**config.mk**
```make
export PLATFORM = sky130hd
export DESIGN_NAME = p2s_uart_tx
export DESIGN_NICKNAME = d
export VERILOG_FILES = /design/src/rtl/p2s_pkg.sv /design/src/rtl/bit_timer.sv /design/src/rtl/p2s_uart_tx.sv
export SDC_FILE = /design/constraint.sdc
export NUM_CORES = 1
export LEC_CHECK = 0
export CAP_MARGIN = 20
export CORE_AREA = 2 2 67 69
export DETAILED_ROUTE_END_ITERATION = 10
export DIE_AREA = 0 0 69 71
export HOLD_SLACK_MARGIN = 0.05
export SYNTH_ARGS = -nofsm -noshare
export SYNTH_HDL_FRONTEND = slang
export SYNTH_SLANG_ARGS = --single-unit
```
**constraint.sdc**
```tcl
create_clock -name Clock -period 4.9 [get_ports Clock]
set_input_delay 0.98 -clock Clock [delete_from_list [all_inputs] [get_ports Clock]]
set_output_delay 0.98 -clock Clock [all_outputs]
set_load 0.03 [all_outputs]
```
**src/rtl/p2s_pkg.sv**
```systemverilog
// rtl/p2s_pkg.sv - shared types, constants and sizing helpers for the p2s UART transmitter
package p2s_pkg;

    typedef enum logic [2:0] {
        IDLE,
        START,
        DATA,
        PARITY,
        STOP
    } p2s_state_e;

    localparam int DATA_BITS = 8;

    // Width of the bit-time counter; ClocksPerBit is at least 2, so this is at least 1.
    function automatic int cnt_width(input int clocks_per_bit);
        return $clog2(clocks_per_bit);
    endfunction

    // Whole-frame duration in clock cycles: start + data + optional parity + stop.
    function automatic int frame_len(input int clocks_per_bit, input bit parity_en);
        return (DATA_BITS + 2 + (parity_en ? 1 : 0)) * clocks_per_bit;
    endfunction

endpackage

```
**src/rtl/bit_timer.sv**
```systemverilog
// rtl/bit_timer.sv - bit-time counter that pulses BitDone on the last cycle of each serial bit
module bit_timer
    import p2s_pkg::*;
#(
    parameter int ClocksPerBit = 5208
) (
    input  logic Clock,
    input  logic Clear,
    input  logic Restart,
    output logic BitDone
);

    localparam int CW = cnt_width(ClocksPerBit);
    localparam logic [CW-1:0] LAST = CW'(ClocksPerBit - 1);

    logic [CW-1:0] cnt_q;
    logic [CW-1:0] cnt_d;

    // Next count: hold at zero while restarting, otherwise count up and wrap at a bit boundary.
    always_comb begin
        cnt_d = cnt_q + 1'b1;
        if (Restart || (cnt_q == LAST)) begin
            cnt_d = '0;
        end
    end

    // Counter register with synchronous clear.
    always_ff @(posedge Clock) begin
        if (Clear) begin
            cnt_q <= '0;
        end else begin
            cnt_q <= cnt_d;
        end
    end

    // A restart means a fresh bit is beginning, so the old count cannot end it.
    assign BitDone = (cnt_q == LAST) && !Restart;

endmodule

```
**src/rtl/p2s_uart_tx.sv**
```systemverilog
// rtl/p2s_uart_tx.sv - double-buffered parallel-to-serial UART transmitter (8N1, or 8E1 with P2S_PARITY_EN)
module p2s_uart_tx
    import p2s_pkg::*;
#(
    parameter int ClocksPerBit = 5208
) (
    input  logic       Clock,
    input  logic       Clear,
    input  logic       LoadByte,
    input  logic [7:0] MsgByte,
    output logic       P2S_Empty,
    output logic       Busy,
    output logic       TxD
);

    p2s_state_e state_q;
    logic [7:0] hold_q;
    logic       hold_valid_q;
    logic [7:0] shift_q;
    logic [2:0] bit_idx_q;
    logic       txd_q;
    logic       busy_q;
`ifdef P2S_PARITY_EN
    logic       parity_q;
`endif

    logic bit_done;
    logic start_frame;

    // The timer is parked at zero while idle so the start bit always gets a full bit time.
    bit_timer #(
        .ClocksPerBit(ClocksPerBit)
    ) u_bit_timer (
        .Clock  (Clock),
        .Clear  (Clear),
        .Restart(state_q == IDLE),
        .BitDone(bit_done)
    );

    // A staged byte moves into the shifter from idle, or straight after a stop bit for gapless frames.
    assign start_frame = hold_valid_q &&
                         ((state_q == IDLE) || ((state_q == STOP) && bit_done));

    // Frame FSM together with holding/shift registers and the registered serial output.
    always_ff @(posedge Clock) begin
        if (Clear) begin
            state_q      <= IDLE;
            hold_q       <= '0;
            hold_valid_q <= 1'b0;
            shift_q      <= '0;
            bit_idx_q    <= '0;
            txd_q        <= 1'b1;
            busy_q       <= 1'b0;
`ifdef P2S_PARITY_EN
            parity_q     <= 1'b0;
`endif
        end else begin
            // Loads are only taken while the holding register is free.
            if (LoadByte && !hold_valid_q) begin
                hold_q       <= MsgByte;
                hold_valid_q <= 1'b1;
            end

            if (start_frame) begin
                shift_q      <= hold_q;
                hold_valid_q <= 1'b0;
                state_q      <= START;
                txd_q        <= 1'b0;
                busy_q       <= 1'b1;
`ifdef P2S_PARITY_EN
                parity_q     <= ^hold_q;
`endif
            end else begin
                case (state_q)
                    IDLE: begin
                        txd_q  <= 1'b1;
                        busy_q <= 1'b0;
                    end
                    START: begin
                        if (bit_done) begin
                            state_q   <= DATA;
                            bit_idx_q <= '0;
                            txd_q     <= shift_q[0];
                        end
                    end
                    DATA: begin
                        if (bit_done) begin
                            if (bit_idx_q == 3'(DATA_BITS - 1)) begin
`ifdef P2S_PARITY_EN
                                state_q <= PARITY;
                                txd_q   <= parity_q;
`else
                                state_q <= STOP;
                                txd_q   <= 1'b1;
`endif
                            end else begin
                                bit_idx_q <= bit_idx_q + 3'd1;
                                shift_q   <= shift_q >> 1;
                                txd_q     <= shift_q[1];
                            end
                        end
                    end
                    PARITY: begin
                        if (bit_done) begin
                            state_q <= STOP;
                            txd_q   <= 1'b1;
                        end
                    end
                    STOP: begin
                        if (bit_done) begin
                            state_q <= IDLE;
                            txd_q   <= 1'b1;
                            busy_q  <= 1'b0;
                        end
                    end
                    default: begin
                        state_q <= IDLE;
                        txd_q   <= 1'b1;
                        busy_q  <= 1'b0;
                    end
                endcase
            end
        end
    end

    assign P2S_Empty = !hold_valid_q;
    assign Busy      = busy_q;
    assign TxD       = txd_q;

endmodule
```
After elaboration in Yosys (flattened, before gate mapping)

Index checks and enable logic that the tools add are counted.

Register bits: 38
Output and inout bits: 3
Logic and storage cells: 79

Add/subtract/negate cells: 2
Equal/unequal tests: 21
Multiplexer cells: 23
Bitwise operators: 2
Reductions and logical operators: 22

Operators by type and width:

| kind                    | count |
|---|---|
| $mux W8                 | 4 |
| $mux W3                 | 7 |
| $ne A2 B2 Y1 const B    | 8 |
| $ne A3 B3 Y1 const B    | 5 |
| $pmux W3 S5             | 1 |
| $add A13 B1 Y13 const B | 1 |
| $eq A13 B13 Y1 const B  | 1 |
| $reduce_and A6 Y1       | 2 |
| $mux W1                 | 8 |
| $eq A3 B2 Y1 const B    | 2 |
| $eq A3 B3 Y1 const B    | 2 |
| $pmux W3 S2             | 1 |
| $reduce_and A3 Y1       | 2 |
| $reduce_bool A2 Y1      | 3 |
| $reduce_or A2 Y1        | 3 |
| $reduce_and A5 Y1       | 1 |
| $logic_and A1 B1 Y1     | 4 |
| $add A3 B1 Y3 const B   | 1 |
| $eq A3 B1 Y1 const B    | 1 |
| $logic_not A3 Y1        | 1 |
| $ne A3 B1 Y1 const B    | 1 |
| $pmux W1 S3             | 1 |
| $reduce_or A3 Y1        | 1 |
| $logic_not A1 Y1        | 2 |
| 5 further kinds         | 7 |

Logic depth before layout (Yosys ltp)

Gate-level depths: netlist (run 1).

Depth after elaboration: 8
Mapped depth: 7
Depth with buffers taken out: 6

Modules after synthesis

A second synthesis (run 1) with hierarchy kept.

Cells, all modules: 204
Area, all modules: 1943.1 µm²

By module, submodules not included:

| module      | instances | cells each | area each (µm²) | seq. area each (µm²) |
|---|---|---|---|---|
| p2s_uart_tx | 1         | 130        | 1213.7          | 500.5 |
| bit_timer   | 1         | 74         | 729.4           | 260.2 |

Worst setup path before layout (run 1)

Ideal clock, no wire load.

Kind: input to register
Start: input port LoadByte
End: register hold_q[0]
Setup time: 0.128 ns
Arrival time: 1.719 ns
Data required time: 4.772 ns
Setup slack: 3.054 ns
Cell stages on the path: 4
Buffers on the path: 1
Cells stage by stage: nor2b_1 clkbuf_1 mux2i_1 nor2_1

Longest elaborated chain between the ends: 1

RTL lines:

| item                   | RTL line          | text |
|---|---|---|
| start: declaration     | p2s_uart_tx.sv:9  | `input logic LoadByte,` |
| $logic_and A1 B1 Y1    | p2s_uart_tx.sv:59 | `if (LoadByte && !hold_valid_q) begin` |
| end signal: assignment | p2s_uart_tx.sv:60 | `hold_q <= MsgByte;` |
| end: declaration       | p2s_uart_tx.sv:17 | `logic [7:0] hold_q;` |

Every way passes these cells.
A chain may end at the register's enable or synchronous reset.

Worst setup path after layout (run 1)

Start: input port Clear
End: register u_bit_timer.cnt_q[12]

Longest elaborated chain between the ends: 1

RTL lines:

| item                       | RTL line         | text |
|---|---|---|
| start: declaration         | p2s_uart_tx.sv:8 | `input logic Clear,` |
| $reduce_or A2 Y1 (no line) | -                |  |
| end signal: assignment     | bit_timer.sv:32  | `cnt_q <= cnt_d;` |
| end: declaration           | bit_timer.sv:16  | `logic [CW-1:0] cnt_q;` |

Every way passes these cells.

==> results.ini, run 1 <==
[status]
outcome=complete, no violations

[power]
switchingPower_mw=0.157
switching_share_pct=24.8
clock_power_share_pct=34.8
leakagePower_nw=0.748
comb_power_share_pct=12.3
p_per_area_mw_per_mm2=296
peakVddDrop_mv=0.181
cell_internal_pwr_mw=0.475
power_mw=0.632
p_seq_share_pct=52.9

[clock_tree]
cts_setup_buffers=0
clk_latency_ns=0.29
h-tree-depth=2
cts_buffers=5
clkSlewWorstSetupHoldPaths_ns=0.07
cts_hold_buffers=0
clk_path_buf_depth=2
cts-root-buf=clkbuf_8
clkSinkCount=38
cts_tree=built
post_cts_resized=0

[global_routing]
grt_pass1_vias=1437
grt_pass1_wl_mm=6.63
antenna_found_initial=0
grt_overflow=0
grt_usage_pct=16.7
grt_max_degree=29

[drt]
num_vias=1502
drc=0
dr.pass1.iters=4
antenna_left=0
viasPerCell=5.54
wire_per_inst_um=13.8
drtIter0Drc=103
drt-total-wl_mm=3.75

[logic_synthesis]
synthFlopType=dfxtp_1
synthDistinctLibCells=47
ys_ff_latch=38
synth_warnings=0
avgSynthCellArea_um2=9.14
syn_nets=223
synth_area_mm2=0.00191
synthCells=209
synth_edf_count=0
seq_area_frac_synth_pct=39.8
synthArstFlopShare_pct=0

[floorplanning]
placementRows=24
die_w_um=69
fp.dieArea_mm2=0.00490
ios=14
start_util_pct=45.4
die_h_um=71
coreArea_mm2=0.00420

[finish]
drive_gt1_share_pct=9.13
area_growth_syn_to_layout_pct=11.7
seqCellArea_um2=761
post-route-util_pct=50.7
layout.nets=232
stdcell_area_mm2=0.00213
diodes=0
nFillCells=401
instances_no_fill=271
final_cell_mix=dfxtp_1 (38), nor2_1 (32), a21oi_1 (15)
layout.cells.most_common=dfxtp_1
multi_input_area_mm2=0.00106

[timing]
period_needed_ns=2.45
max_freq_ghz=0.408
hold-worst-slack_ns=0.477
hold_viol=0
worst_pin_slew_ns=1.04
fin_crit_sh_pct=50.1
slew_headroom_pct=30.4
rsz0062_at_grt=no
setup_tns_ns=0
fin_ws_ns=2.45
fin_skew_ns=0.00989
finalSetupViolations=0
slew_violations=0

[placement]
io_buffer_count=13
place_congestion=0.728
placed_area_mm2=0.00204
place_inst=263
dp_hpwl_mm=2.54
pre_cts_ws_ns=2.18

[critical_path]
end_kind=register
worstSetupStartpointType=primary input
cp_data_required_time_ns=5.12
path_max_fanout=28
crit_arrival_ns=2.67
criticalPathCategory=in2reg

[worst_hold_path]
hold_path_class=reg2reg

[job]
drv_cap=0

## power groups by stage
| stage | Combinational (mW) | Sequential (mW) | Clock, mW |
|---|---|---|---|
| finish | 0.0775 | 0.334 | 0.220 |
| floorplan | 0.0564 | 0.340 | 0 |
| global route | 0.0863 | 0.336 | 0.243 |
| global placement | 0.0754 | 0.340 | 0 |
| detailed placement | 0.0777 | 0.341 | 0 |
| CTS | 0.0778 | 0.334 | 0.228 |
## critical path, cell delays in order
cell	delay [ns]
clkdlybuf4s50_1	0.94
a211o_4	0.60
a21oi_1	0.13
## logic make-up after synthesis
family | Yosys count | share of synthesized area (%)
compound gates | 51 | 19.1
flops | 38 | 39.8
simple gates | 82 | 25.3
xor+xnor | 11 | 5.04
fa+ha+maj | 3 | 1.96
buf+inv | 16 | 4.52
mux | 8 | 4.19
## state kept, by name, indices dropped and copies added (netlist names)
signal / cells
u_bit_timer.cnt_q: 13
TxD: 1
hold_valid_q: 1
bit_idx_q: 3
shift_q: 8
hold_q: 8
state_q: 3
Busy: 1
## area by class of cell
type                    instances  area share, %
clock buffers                   7           4.05
clock inverters                 1          0.235
inverters                       4          0.704
multi-input cells             155           49.9
flip-flops and latches         38           35.7
well taps                      52           3.05
repair buffers                 14           6.45
## metal layers
metal	up-vias	GRT usage (%)	share of wire, %
met4	0	7.63	1.9
met5	-	0	0
li1	769	-	-
met2	20	26.4	46
met3	7	4.42	3.3
met1	706	21.4	49
## synth_stat cells (2+ instances only)
cell type	n	share of area [%]
a21boi_0	7	2.8
a21oi_1	15	3.9
a31oi_1	2	0.65
and3_1	9	2.9
buf_2	3	0.79
buf_4	2	0.79
buf_6	2	1.2
clkbuf_1	4	0.79
dfxtp_1	38	40
ha_1	3	2.0
inv_1	4	0.79
mux2i_1	8	4.2
nand2_1	7	1.4
nand2b_1	3	0.98
nand3_1	7	1.8
nand4_1	5	1.6
nor2_1	32	6.3
nor3_1	2	0.52
nor4_1	2	0.65
nor4b_4	3	3.7
o2111ai_1	2	0.92
o21ai_0	8	2.1
o31a_1	7	3.2
or3_1	2	0.65
xnor2_1	6	2.8
xor2_1	5	2.3
## path summary, 6_finish.rpt
path                                        start                                to  slack (ns)  cells after the start
setup / recovery                            Clear  u_bit_timer.cnt_q[12]$_SDFF_PP0_        2.45                      3
hold reg to reg   u_bit_timer.cnt_q[0]$_SDFF_PP0_   u_bit_timer.cnt_q[0]$_SDFF_PP0_        0.48                      1
setup reg to reg  u_bit_timer.cnt_q[0]$_SDFF_PP0_           shift_q[1]$_SDFFE_PP0P_        2.95                      5
hold / removal    u_bit_timer.cnt_q[0]$_SDFF_PP0_   u_bit_timer.cnt_q[0]$_SDFF_PP0_        0.48                      1
Power figures use the tool's default switching activity.
==> run 2: changes to the inputs <==
Clock period 4.9 ns to 2.3 ns, I/O delays scaled along.
==> results.ini, run 2 (same netlist as run 1, synthesis figures left out) <==
[worst_hold_path]
hold_path_class=reg2reg

[finish]
stdcell_area_mm2=0.00216  ; +1.1%
largest_register_ff_count=13  ; unchanged
layout.cells.most_common=dfxtp_1
drive_gt1_share_pct=10.4  ; +1.2 points
layout.nets=235  ; +1.3%
post-route-util_pct=51.3  ; +0.54 points
final_cell_mix=dfxtp_1 (38), nor2_1 (32), a21oi_1 (15)
seqCellArea_um2=761  ; unchanged
top_register=u_bit_timer.cnt_q
multi_input_area_mm2=0.00106  ; unchanged
instances_no_fill=274  ; +1.1%
reg_top3=u_bit_timer.cnt_q x13, hold_q x8, shift_q x8
nFillCells=397  ; -1.0%
area_growth_syn_to_layout_pct=12.8
diodes=0  ; unchanged

[power]
switching_share_pct=24.8  ; -0.079 points
p_seq_share_pct=52.7  ; -0.2 points
cell_internal_pwr_mw=1.01  ; +110%
leakagePower_nw=0.763  ; +1.9%
comb_power_share_pct=12.5  ; +0.2 points
p_per_area_mw_per_mm2=626  ; +110%
peakVddDrop_mv=0.385  ; +110%
clock_power_share_pct=34.8  ; about the same
switchingPower_mw=0.334  ; +110%

[global_routing]
antenna_found_initial=0  ; unchanged
grt_use_met3_pct=4.70  ; +0.28 points
grt_pass1_vias=1519  ; +5.7%
grt_overflow=0  ; unchanged
grt.met2_usage_pct=27.9  ; +1.5 points
grt_usage_pct=16.5  ; -0.15 points
grt_pass1_wl_mm=6.62  ; about the same
busiest_layer=met2
grt_max_degree=21  ; -28%
use_met1_pct=19.7  ; -1.7 points

[status]
outcome=complete, no violations

[critical_path]
cp_num_buf_inv=0  ; -1
max_stage_delay_ns=0.49  ; -0.45 ns
crit_path_top_delay_cell=or3b_2
worstSetupStartpointType=register
path_max_fanout=5  ; -82%
crit_chain=ha_1, ha_1, or3b_2, a21o_1, o21ai_0, a21oi_1
end_kind=register
crit_arrival_ns=2.07  ; -0.60 ns
criticalPathCategory=reg2reg
path_delay_family=compound AO/OA/AOI/OAI gates
cpMostUsedCell=ha_1
cp_data_required_time_ns=2.47  ; -2.65 ns

[drt]
drc=0  ; unchanged
num_vias=1515  ; +0.87%
viasPerCell=5.53  ; -0.24%
drtIter0Drc=78  ; -24%
drt-total-wl_mm=3.68  ; -1.7%
wire_per_inst_um=13.4  ; -2.8%
dr.pass1.iters=4  ; unchanged
antenna_left=0  ; unchanged

[clock_tree]
clk_path_buf_depth=2  ; unchanged
clk_latency_ns=0.29  ; about the same
clkSlewWorstSetupHoldPaths_ns=0.07  ; about the same
cts-root-buf=clkbuf_8
cts_tree=built
cts_hold_buffers=0  ; unchanged
h-tree-depth=2  ; unchanged
cts_buffers=5  ; unchanged
cts_setup_buffers=0  ; unchanged
post_cts_resized=0  ; unchanged
clkSinkCount=38  ; unchanged

[job]
drv_cap=0  ; unchanged

[floorplanning]
fp.dieArea_mm2=0.00490  ; unchanged
die_w_um=69  ; unchanged
start_util_pct=45.4  ; unchanged
coreArea_mm2=0.00420  ; unchanged
placementRows=24  ; unchanged
die_h_um=71  ; unchanged
ios=14  ; unchanged

[timing]
slew_headroom_pct=63.2  ; +33 points
rsz0062_at_grt=no
setup_tns_ns=0  ; unchanged
hold_viol=0  ; unchanged
fin_crit_sh_pct=82.3
fin_skew_ns=0.00547  ; -0.00442 ns
slew_violations=0  ; unchanged
period_needed_ns=1.89
worst_pin_slew_ns=0.552  ; -0.490 ns
max_freq_ghz=0.528
finalSetupViolations=0  ; unchanged

[placement]
placed_area_mm2=0.00206  ; +1.1%
io_buffer_count=13  ; unchanged
dp_hpwl_mm=2.68  ; +5.5%
place_inst=266  ; +1.1%
place_congestion=0.800  ; +9.9%

## run 2: cell types whose count changed in the layout (fill, tap and decap cells not counted)
| cell | previous run | this run |
|---|---|---|
| buf_4 | 1 | 4 |
## run 2: final timing paths
path	startpoint	end	slack, ns	depth (start not counted)
worst max register to register	bit_idx_q[0]$_SDFFE_PP0P_	bit_idx_q[1]$_SDFFE_PP0P_	0.41	6
worst max-delay path	bit_idx_q[0]$_SDFFE_PP0P_	bit_idx_q[1]$_SDFFE_PP0P_	0.41	6
worst min-delay path	hold_q[7]$_SDFFE_PP0P_	shift_q[7]$_SDFFE_PP0P_	0.47	2
worst min register to register	hold_q[7]$_SDFFE_PP0P_	shift_q[7]$_SDFFE_PP0P_	0.47	2
## run 2: per-layer routing
metal	share of wire (%)	wire length (um)
met2	46	1700
met5	0	0
met1	48	1780
met4	1.8	65
met3	3.8	141
## run 2: final cells by class
cell class,instances,share of cell area [%]
multi-input combinational,155,49.3
sequential,38,35.3
timing repair buffer,17,7.43
clock buffer,7,4.00
tap,52,3.02
inverter,4,0.696
clock inverter,1,0.232
## run 2: metrics by stage
| stage | power (mW) | hold slack [ns] | setup slack (ns) |
|---|---|---|---|
| 2_1_floorplan | 0.844 | 0.430 | 0.586 |
| 3_3_place_gp | 0.891 | 0.442 | 0.484 |
| 3_5_place_dp | 0.895 | 0.462 | 0.430 |
| 4_1_cts | 1.37 | 0.479 | 0.413 |
| 5_1_grt | 1.42 | 0.501 | 0.313 |
| 6_report | 1.35 | 0.467 | 0.407 |
## run 2: worst reg2reg max path: cells and delay by family (launching register included)
family                     cells  cell delay (ns)
and+or+nand+nor                1             0.49
DFF                            1             0.33
adders and majority gates      2             0.46
AOI/OAI and AO/OA              3             0.50
## run 2: power by group through the flow
stage | sequential (mW) | combinational, mW | clock, mW
after floorplan | 0.724 | 0.120 | 0
after global placement | 0.726 | 0.165 | 0
after detailed placement | 0.727 | 0.169 | 0
after CTS | 0.712 | 0.169 | 0.485
after global routing | 0.716 | 0.187 | 0.516
final | 0.711 | 0.168 | 0.469
==> run 3: changes to the inputs <==
Settings changed: PLACE_DENSITY from default to 0.67.
Clock period 2.3 ns to 1.7 ns, I/O delays scaled along.
==> results.ini, run 3 (same netlist as run 1, synthesis figures left out) <==
[status]
outcome=complete, no violations

[drt]
antenna_left=0  ; unchanged
dr.pass1.iters=4  ; unchanged
wire_per_inst_um=13.2  ; -1.6%
drtIter0Drc=107  ; +37%
num_vias=1616  ; +6.7%
drc=0  ; unchanged
drt-total-wl_mm=3.96  ; +7.4%
viasPerCell=5.40  ; -2.3%

[critical_path]
crit_chain=nor4b_4, buf_4, buf_4, a31o_2, and3_1, o31a_1
worstSetupStartpointType=register
r2r-start=u_bit_timer.cnt_q[11]$_SDFF_PP0_
critPathLaunch=u_bit_timer.cnt_q[11]$_SDFF_PP0_
cpMostUsedCell=buf_4
criticalPathCategory=reg2reg
path_depth=6  ; unchanged
path_delay_family=compound AO/OA/AOI/OAI gates
cp_num_buf_inv=2  ; +2
cp_data_required_time_ns=1.89  ; -0.58 ns
crit_path_top_delay_cell=dfxtp_1
path_max_fanout=8  ; +3
end_kind=register
crit_arrival_ns=1.86  ; -0.21 ns
r2r_cells=6  ; unchanged
max_stage_delay_ns=0.42  ; -0.07 ns

[global_routing]
grt_pass1_vias=1508  ; -0.72%
grt_overflow=0  ; unchanged
grt_usage_pct=16.9  ; +0.32 points
grt_pass1_wl_mm=6.72  ; +1.4%
grt_max_degree=21  ; unchanged
antenna_found_initial=0  ; unchanged

[finish]
reg_top3=u_bit_timer.cnt_q x13, hold_q x8, shift_q x8
largest_register_ff_count=13  ; unchanged
layout.nets=260  ; +11%
top_register=u_bit_timer.cnt_q
drive_gt1_share_pct=23.5  ; +13 points
diodes=0  ; unchanged
stdcell_area_mm2=0.00248  ; +15%
area_growth_syn_to_layout_pct=29.7
layout.cells.most_common=dfxtp_1
final_cell_mix=dfxtp_1 (35), nor2_1 (32), buf_4 (28)

[placement]
placed_area_mm2=0.00223  ; +8.1%
io_buffer_count=13  ; unchanged
place_congestion=0.797  ; -0.37%
pre_cts_ws_ns=-0.0487  ; -0.478 ns
dp_hpwl_mm=2.63  ; -1.9%

[timing]
fin_crit_sh_pct=98.1  ; +16 points
finalSetupViolations=0  ; unchanged
period_needed_ns=1.67  ; -0.225 ns
rsz0062_at_grt=yes
slew_headroom_pct=66.5  ; +3.3 points
max_freq_ghz=0.600  ; +14%
hold_viol=0  ; unchanged
fin_skew_ns=0.00554  ; +0.0000735 ns
fin_ws_ns=0.0326  ; -0.375 ns
slew_violations=0  ; unchanged
worst_pin_slew_ns=0.502  ; -0.0497 ns

[clock_tree]
clkSinkCount=38  ; unchanged
cts_tree=built
cts_buffers=5  ; unchanged
cts-root-buf=clkbuf_8
clk_path_buf_depth=2  ; unchanged
clk_latency_ns=0.30  ; about the same
clkSlewWorstSetupHoldPaths_ns=0.08  ; about the same
h-tree-depth=2  ; unchanged

[floorplanning]
die_h_um=71  ; unchanged
die_w_um=69  ; unchanged
placementRows=24  ; unchanged
fp.dieArea_mm2=0.00490  ; unchanged
ios=14  ; unchanged
start_util_pct=45.4  ; unchanged
coreArea_mm2=0.00420  ; unchanged

[worst_hold_path]
hold_path_class=reg2reg
whs_path_depth=2  ; unchanged
worstHoldStart=hold_q[7]$_SDFFE_PP0P_

[power]
switching_share_pct=22.2  ; -2.5 points
cell_internal_pwr_mw=1.68  ; +66%
clock_power_share_pct=44.2  ; +9.4 points
peakVddDrop_mv=0.723  ; +88%
power_mw=2.16  ; +60%
switchingPower_mw=0.480  ; +44%
p_per_area_mw_per_mm2=872  ; +39%
p_seq_share_pct=44.5  ; -8.2 points
leakagePower_nw=0.912  ; +20%
comb_power_share_pct=11.3  ; -1.2 points

[job]
drv_cap=0  ; unchanged

## run 3: cell types whose count changed in the layout (fill, tap and decap cells not counted), moves of 2 or more
cell,before,now
bufinv_16,0,2
dfxtp_2,0,3
ha_1,3,0
buf_4,4,28
o21ai_1,0,2
ha_4,0,2
o21ai_0,8,5
dfxtp_1,38,35
## run 3: routing by layer
layer | track usage [%] | vias up | wire [um]
met5 | 0 | - | 0
met4 | 5.88 | 0 | 55
met3 | 4.84 | 5 | 140
met2 | 27.7 | 26 | 1870
met1 | 21.3 | 752 | 1890
li1 | - | 833 | -
## run 3: layout make-up
class,count,area (um2)
Fill cell,392,1730
Multi-Input combinational cell,156,1150
Sequential cell,38,764
Timing Repair Buffer,41,339
Clock buffer,6,82.6
Tap cell,52,65.1
Clock inverter,2,60.1
Inverter,4,15.0
## run 3: power by group through the flow
| stage | Sequential (mW) | Clock (mW) | Combinational [mW] |
|---|---|---|---|
| floorplan | 0.979 | 0 | 0.162 |
| global placement | 0.980 | 0 | 0.236 |
| detailed placement | 0.981 | 0 | 0.239 |
| CTS | 0.961 | 0.974 | 0.239 |
| global route | 0.967 | 1.01 | 0.270 |
| finish | 0.963 | 0.954 | 0.244 |
## run 3: worst register-to-register path, stage by stage, from the launching register on
cell,delay [ns]
dfxtp_1,0.42
nor4b_4,0.07
buf_4,0.15
buf_4,0.13
a31o_2,0.30
and3_1,0.20
o31a_1,0.29
## run 3: path summary, 6_finish.rpt
check,endpoint,slack (ns)
max,shift_q[3]$_SDFFE_PP0P_,0.03
min,shift_q[7]$_SDFFE_PP0P_,0.47
max reg2reg,shift_q[3]$_SDFFE_PP0P_,0.03
min reg2reg,shift_q[7]$_SDFFE_PP0P_,0.47
## run 3: timing repair
| action | 4_1_cts | 5_1_grt |
|---|---|---|
| hold buffers | 0 | 0 |
| gates cloned | 0 | 1 |
| endpoints found under the setup margin | 11 | 11 |
| buffers inserted | 0 | 2 |
| pin swaps | 3 | 6 |
| resized for setup | 8 | 12 |
## run 3: per-stage QoR
stage,util [%],hold slack [ns],instances,setup TNS [ns]
6_report,58.9,0.471,299,0
5_1_grt,58.9,0.512,299,-0.0891
4_1_cts,57.1,0.479,296,0
3_5_place_dp,53.1,0.469,288,-0.164
3_3_place_gp,53.1,0.452,288,-0.0119
2_1_floorplan,-,0.430,209,0
==> RTL edit 1: new RTL, settings of run 3 <==
Build with the macro `P2S_PARITY_EN` defined.
--- a/src/rtl/p2s_uart_tx.sv
+++ b/src/rtl/p2s_uart_tx.sv
@@ -1,4 +1,6 @@
 // rtl/p2s_uart_tx.sv - double-buffered parallel-to-serial UART transmitter (8N1, or 8E1 with P2S_PARITY_EN)
+`define P2S_PARITY_EN
+
 module p2s_uart_tx
     import p2s_pkg::*;
 #(
Function: same outputs for any inputs over 10 cycles, from zero or initial values; that may be too few to reach the edited logic, so the function may still have changed.
==> RTL edit 1 against run 3 <==
  * The run now ends with negative setup slack left
  * Clock power is 16% lower
  * Area after synthesis increased by 0.20%
  * Die area is the same
  * Synthesized cell count increased by 0.48%
  * Design area is 0.30% lower
  * Total power is 2.3% lower
  * Sequential cell count is 1 higher
  * Clock skew rose by 5.0 ps
  * Wire length decreased by 1.1%
  * Setup slack lost 55 ps
  * Sequential power rose by 4%
  * Sequential share of layout area increased by 0.85 points
  * Critical endpoint is now shift_q[2]$_SDFFE_PP0P_
==> RTL edit 1: results <==
[clock_network]
clk_latency_ps = 290
cts_resized = 9
cts_setup_buffers = 0
cts_root_buf = "clkbuf_8"
htreeDepth = 2
path_clk_slew_ps = 80

[pwr]
vdd_drop_max_mv = 0.4094
leakage_nw = 0.8549

[routing]
routed-wl-met2_mm = 1.883
highest_layer = "met4"
first_iter_violations = 75
met1_length_mm = 1.861
wl_per_cell_um = 13.26
dr_total_vias = 1581
route.met3.wl_um = 129
vias_per_cell = 5.359
firstDrtPassIters = 4

[setup_path]
worst_path_largest_cell_delay_ps = 340
cp_max_fo = 8
timing.critical_path.slowest_stage_cell = "dfxtp_2"
crit_arrival_ps = 1900

[finish]
num-fill-cells = 375
finalNetCount = 256
reg_top3 = "u_bit_timer.cnt_q: 13 flops, hold_q: 8 flops, shift_q: 8 flops"
antennaDiodeCount = 0
drive_above_1_share = 0.2140

[sta]
whs_ps = 489.9
setup_violations = 4
worstMarginPinSlew_ps = 438.3
fin_worst_skew_ps = 10.53
fin_setup_tns_ps = -48.98
worst_slack_ps = -22.85

[logic_synthesis]
yosysWarnings = 0
syn_nets = 224
syn_area_per_cell_sq_um = 9.116
async_reset_ff_frac = 0
synthTopCellsByCount = "dfxtp_1 (39), nor2_1 (30), xnor2_1 (17)"
synth_cell_types = 41
ys.flop_type = "dfxtp_1"
yosysSeqAreaShare = 0.4078
synth_area_leaders = "dfxtp_1 (41%), mux2i_1 (8.4%), xnor2_1 (7.8%)"

[global_routing]
grt_pass1_vias = 1468
grt_util_met2 = 0.2821
antenna_found_initial = 0
grt_use_met1 = 0.2216
grt_use_total = 0.1727
grtUsageMet3 = 0.03419
grt_max_degree = 28
grt_pass1_wl_mm = 6.851

[placed_design]
postPlaceCellArea_sq_um = 2237
portBuffers = 13
dp_hpwl_mm = 2.778
dp_slack_ps = -103.1
gp_congestion = 0.7996
dp.cells = 286

[outcome]
outcome = "finished, violations left"
violations = "negative setup slack"
## RTL edit 1: logic make-up after synthesis
kind of cell	count (synthesis)	synth area share
simple gates	82	0.2346
flops	39	0.4078
compound gates	34	0.1248
xor+xnor	19	0.08693
buf+inv	17	0.04248
mux	16	0.08366
fa+ha+maj	3	0.01961
## RTL edit 1: report_power, final
| part | internal [mW] | total (mW) | switching, mW | leakage, nW |
|---|---|---|---|---|
| sequential | 0.961 | 1.00 | 0.0387 | 0.319 |
| clock | 0.475 | 0.802 | 0.327 | 0.0612 |
| combinational | 0.154 | 0.308 | 0.155 | 0.475 |
| total | 1.59 | 2.11 | 0.521 | 0.855 |
## RTL edit 1: area by class of cell
type	count	area, sq um	share of cell area
sequential	39	783.3	0.3171
clock inverter	2	35.03	0.01418
inverter	7	26.28	0.01064
timing repair buffer	35	321.6	0.1302
clock buffer	6	82.58	0.03343
tap	52	65.06	0.02634
multi-input combinational	154	1156	0.4681
## RTL edit 1: final timing paths
kind                                   from                       to  depth (start not counted)
setup / recovery  bit_idx_q[1]$_SDFFE_PP0P_  shift_q[2]$_SDFFE_PP0P_                          7
hold / removal      shift_q[7]$_SDFFE_PP0P_  shift_q[7]$_SDFFE_PP0P_                          2
hold reg to reg     shift_q[7]$_SDFFE_PP0P_  shift_q[7]$_SDFFE_PP0P_                          2
setup reg to reg  bit_idx_q[1]$_SDFFE_PP0P_  shift_q[2]$_SDFFE_PP0P_                          7
## RTL edit 1: critical path, delay by kind of cell (launching register included)
kind	cells	cell delay (ps)
mux	1	220
compound gates	1	90
flops	1	340
buf+inv	1	140
simple gates	2	490
fa+ha+maj	2	330
==> RTL edit 2: new RTL, config.mk and constraints of run 3 <==
Made on the original files. Register the output `TxD` once more, without a reset; this adds one clock of latency there. The other outputs are not delayed to match.
--- a/src/rtl/p2s_uart_tx.sv
+++ b/src/rtl/p2s_uart_tx.sv
@@ -125,6 +125,8 @@
 
     assign P2S_Empty = !hold_valid_q;
     assign Busy      = busy_q;
-    assign TxD       = txd_q;
+    always_ff @(posedge Clock) begin
+        TxD <= txd_q;
+    end
 
 endmodule
Check against the original RTL: not equivalent (a bounded check fails within 4 cycles, from zero or initial values).
==> RTL edit 2 against run 3 <==
  * Non-clock buffer count fell by 4
  * Wire length increased by 2.7%
  * Worst hold slack worse by 97 ps
  * Synthesized cell count increased by 0.48%
  * Setup slack better by 7.6 ps
  * Design area down 2.5%
  * Area after synthesis grew 1.0%
  * Utilization fell by 1.5 points
  * Sequential cell count increased by 1
  * Total power down 0.68%
  * Highest routed layer unchanged
==> RTL edit 2: results <==
[outcome]
outcome = "finished clean"

[routing]
dr_total_vias = 1595
met1_length_mm = 1.879
routed-wl-met2_mm = 2.018
wl_per_cell_um = 13.77
route.met3.wl_um = 111
first_iter_violations = 122

[sta]
worstMarginPinSlew_ps = 531.4
fin_worst_skew_ps = 8.130

[finish]
final_cell_count_no_fill = 295
bufAreaShareNonClock = 0.1295
drive_above_1_share = 0.2058
num-fill-cells = 390
multiInputGateArea_sq_um = 1109
finalNetCount = 256
clk_share = 0.05489
multi_input_gates = 155
multi_input_area_share = 0.4588
antennaDiodeCount = 0
buffers = 37
reg_top3 = "u_bit_timer.cnt_q: 13 flops, hold_q: 8 flops, shift_q: 8 flops"
seq-cell-share = 0.3237

[setup_path]
crit_arrival_ps = 1900
timing.critical_path.slowest_stage_cell = "dfxtp_2"
worst_path_largest_cell_delay_ps = 330
cp_max_fo = 7
critPathTopFamily = "compound AO/OA/AOI/OAI gates"

[logic_synthesis]
yosysSeqAreaShare = 0.4044
synth-seq-cells = 39
synthTopCellsByCount = "dfxtp_1 (39), nor2_1 (32), a21oi_1 (15)"
synth_area_leaders = "dfxtp_1 (40%), nor2_1 (6.2%), mux2i_1 (4.1%)"
syn_inst = 210
synth_cell_types = 47
syn_nets = 224

[placed_design]
gp_congestion = 0.7956
postPlaceCellArea_sq_um = 2237
dp.cells = 287
dp_hpwl_mm = 2.837
dp_slack_ps = -30.09

[clock_network]
holdBufCountCts = 0
clk_latency_ps = 290
htreeDepth = 2
path_clk_slew_ps = 80
cts_resized = 3

[worst_hold_path]
hold_path_class = "reg -> reg"

[global_routing]
grt_pass1_vias = 1471
grtUsageMet3 = 0.04558
grt_use_met1 = 0.2153
grt_util_met2 = 0.2778
grt_pass1_wl_mm = 6.699
grt_use_total = 0.1690

[pwr]
clock_net_power_mw = 0.915
internal_power_mw = 1.667
vdd_drop_max_mv = 0.5976
fin_total_pwr_mw = 2.146
leakage_nw = 0.8984
RTL edit 2: cell count changes in the layout (fill, tap and decap cells not counted), sizes merged:
cell / change
dfxtp: +1
dlymetal6s2s: +1
buf: -4
a31o: -1
dlygate4sd2: -1
RTL edit 2: worst paths after layout:
kind,from,cells after the start,endpoint,slack (ps)
max,bit_idx_q[0]$_SDFFE_PP0P_,6,shift_q[6]$_SDFFE_PP0P_,40
min,txd_q$_SDFFE_PP1P_,0,TxD$_DFF_P_,370
max reg2reg,bit_idx_q[0]$_SDFFE_PP0P_,6,shift_q[6]$_SDFFE_PP0P_,40
min reg2reg,txd_q$_SDFFE_PP1P_,0,TxD$_DFF_P_,370
RTL edit 2: cells by family after synthesis:
logic type                 share of synthesized area
xor gates and xnor gates                     0.04990
muxes                                        0.04148
and+or+nand+nor                               0.2508
buffers and inverters                        0.04471
DFF                                           0.4044
adders and majority gates                    0.01944
AOI/OAI and AO/OA                             0.1893
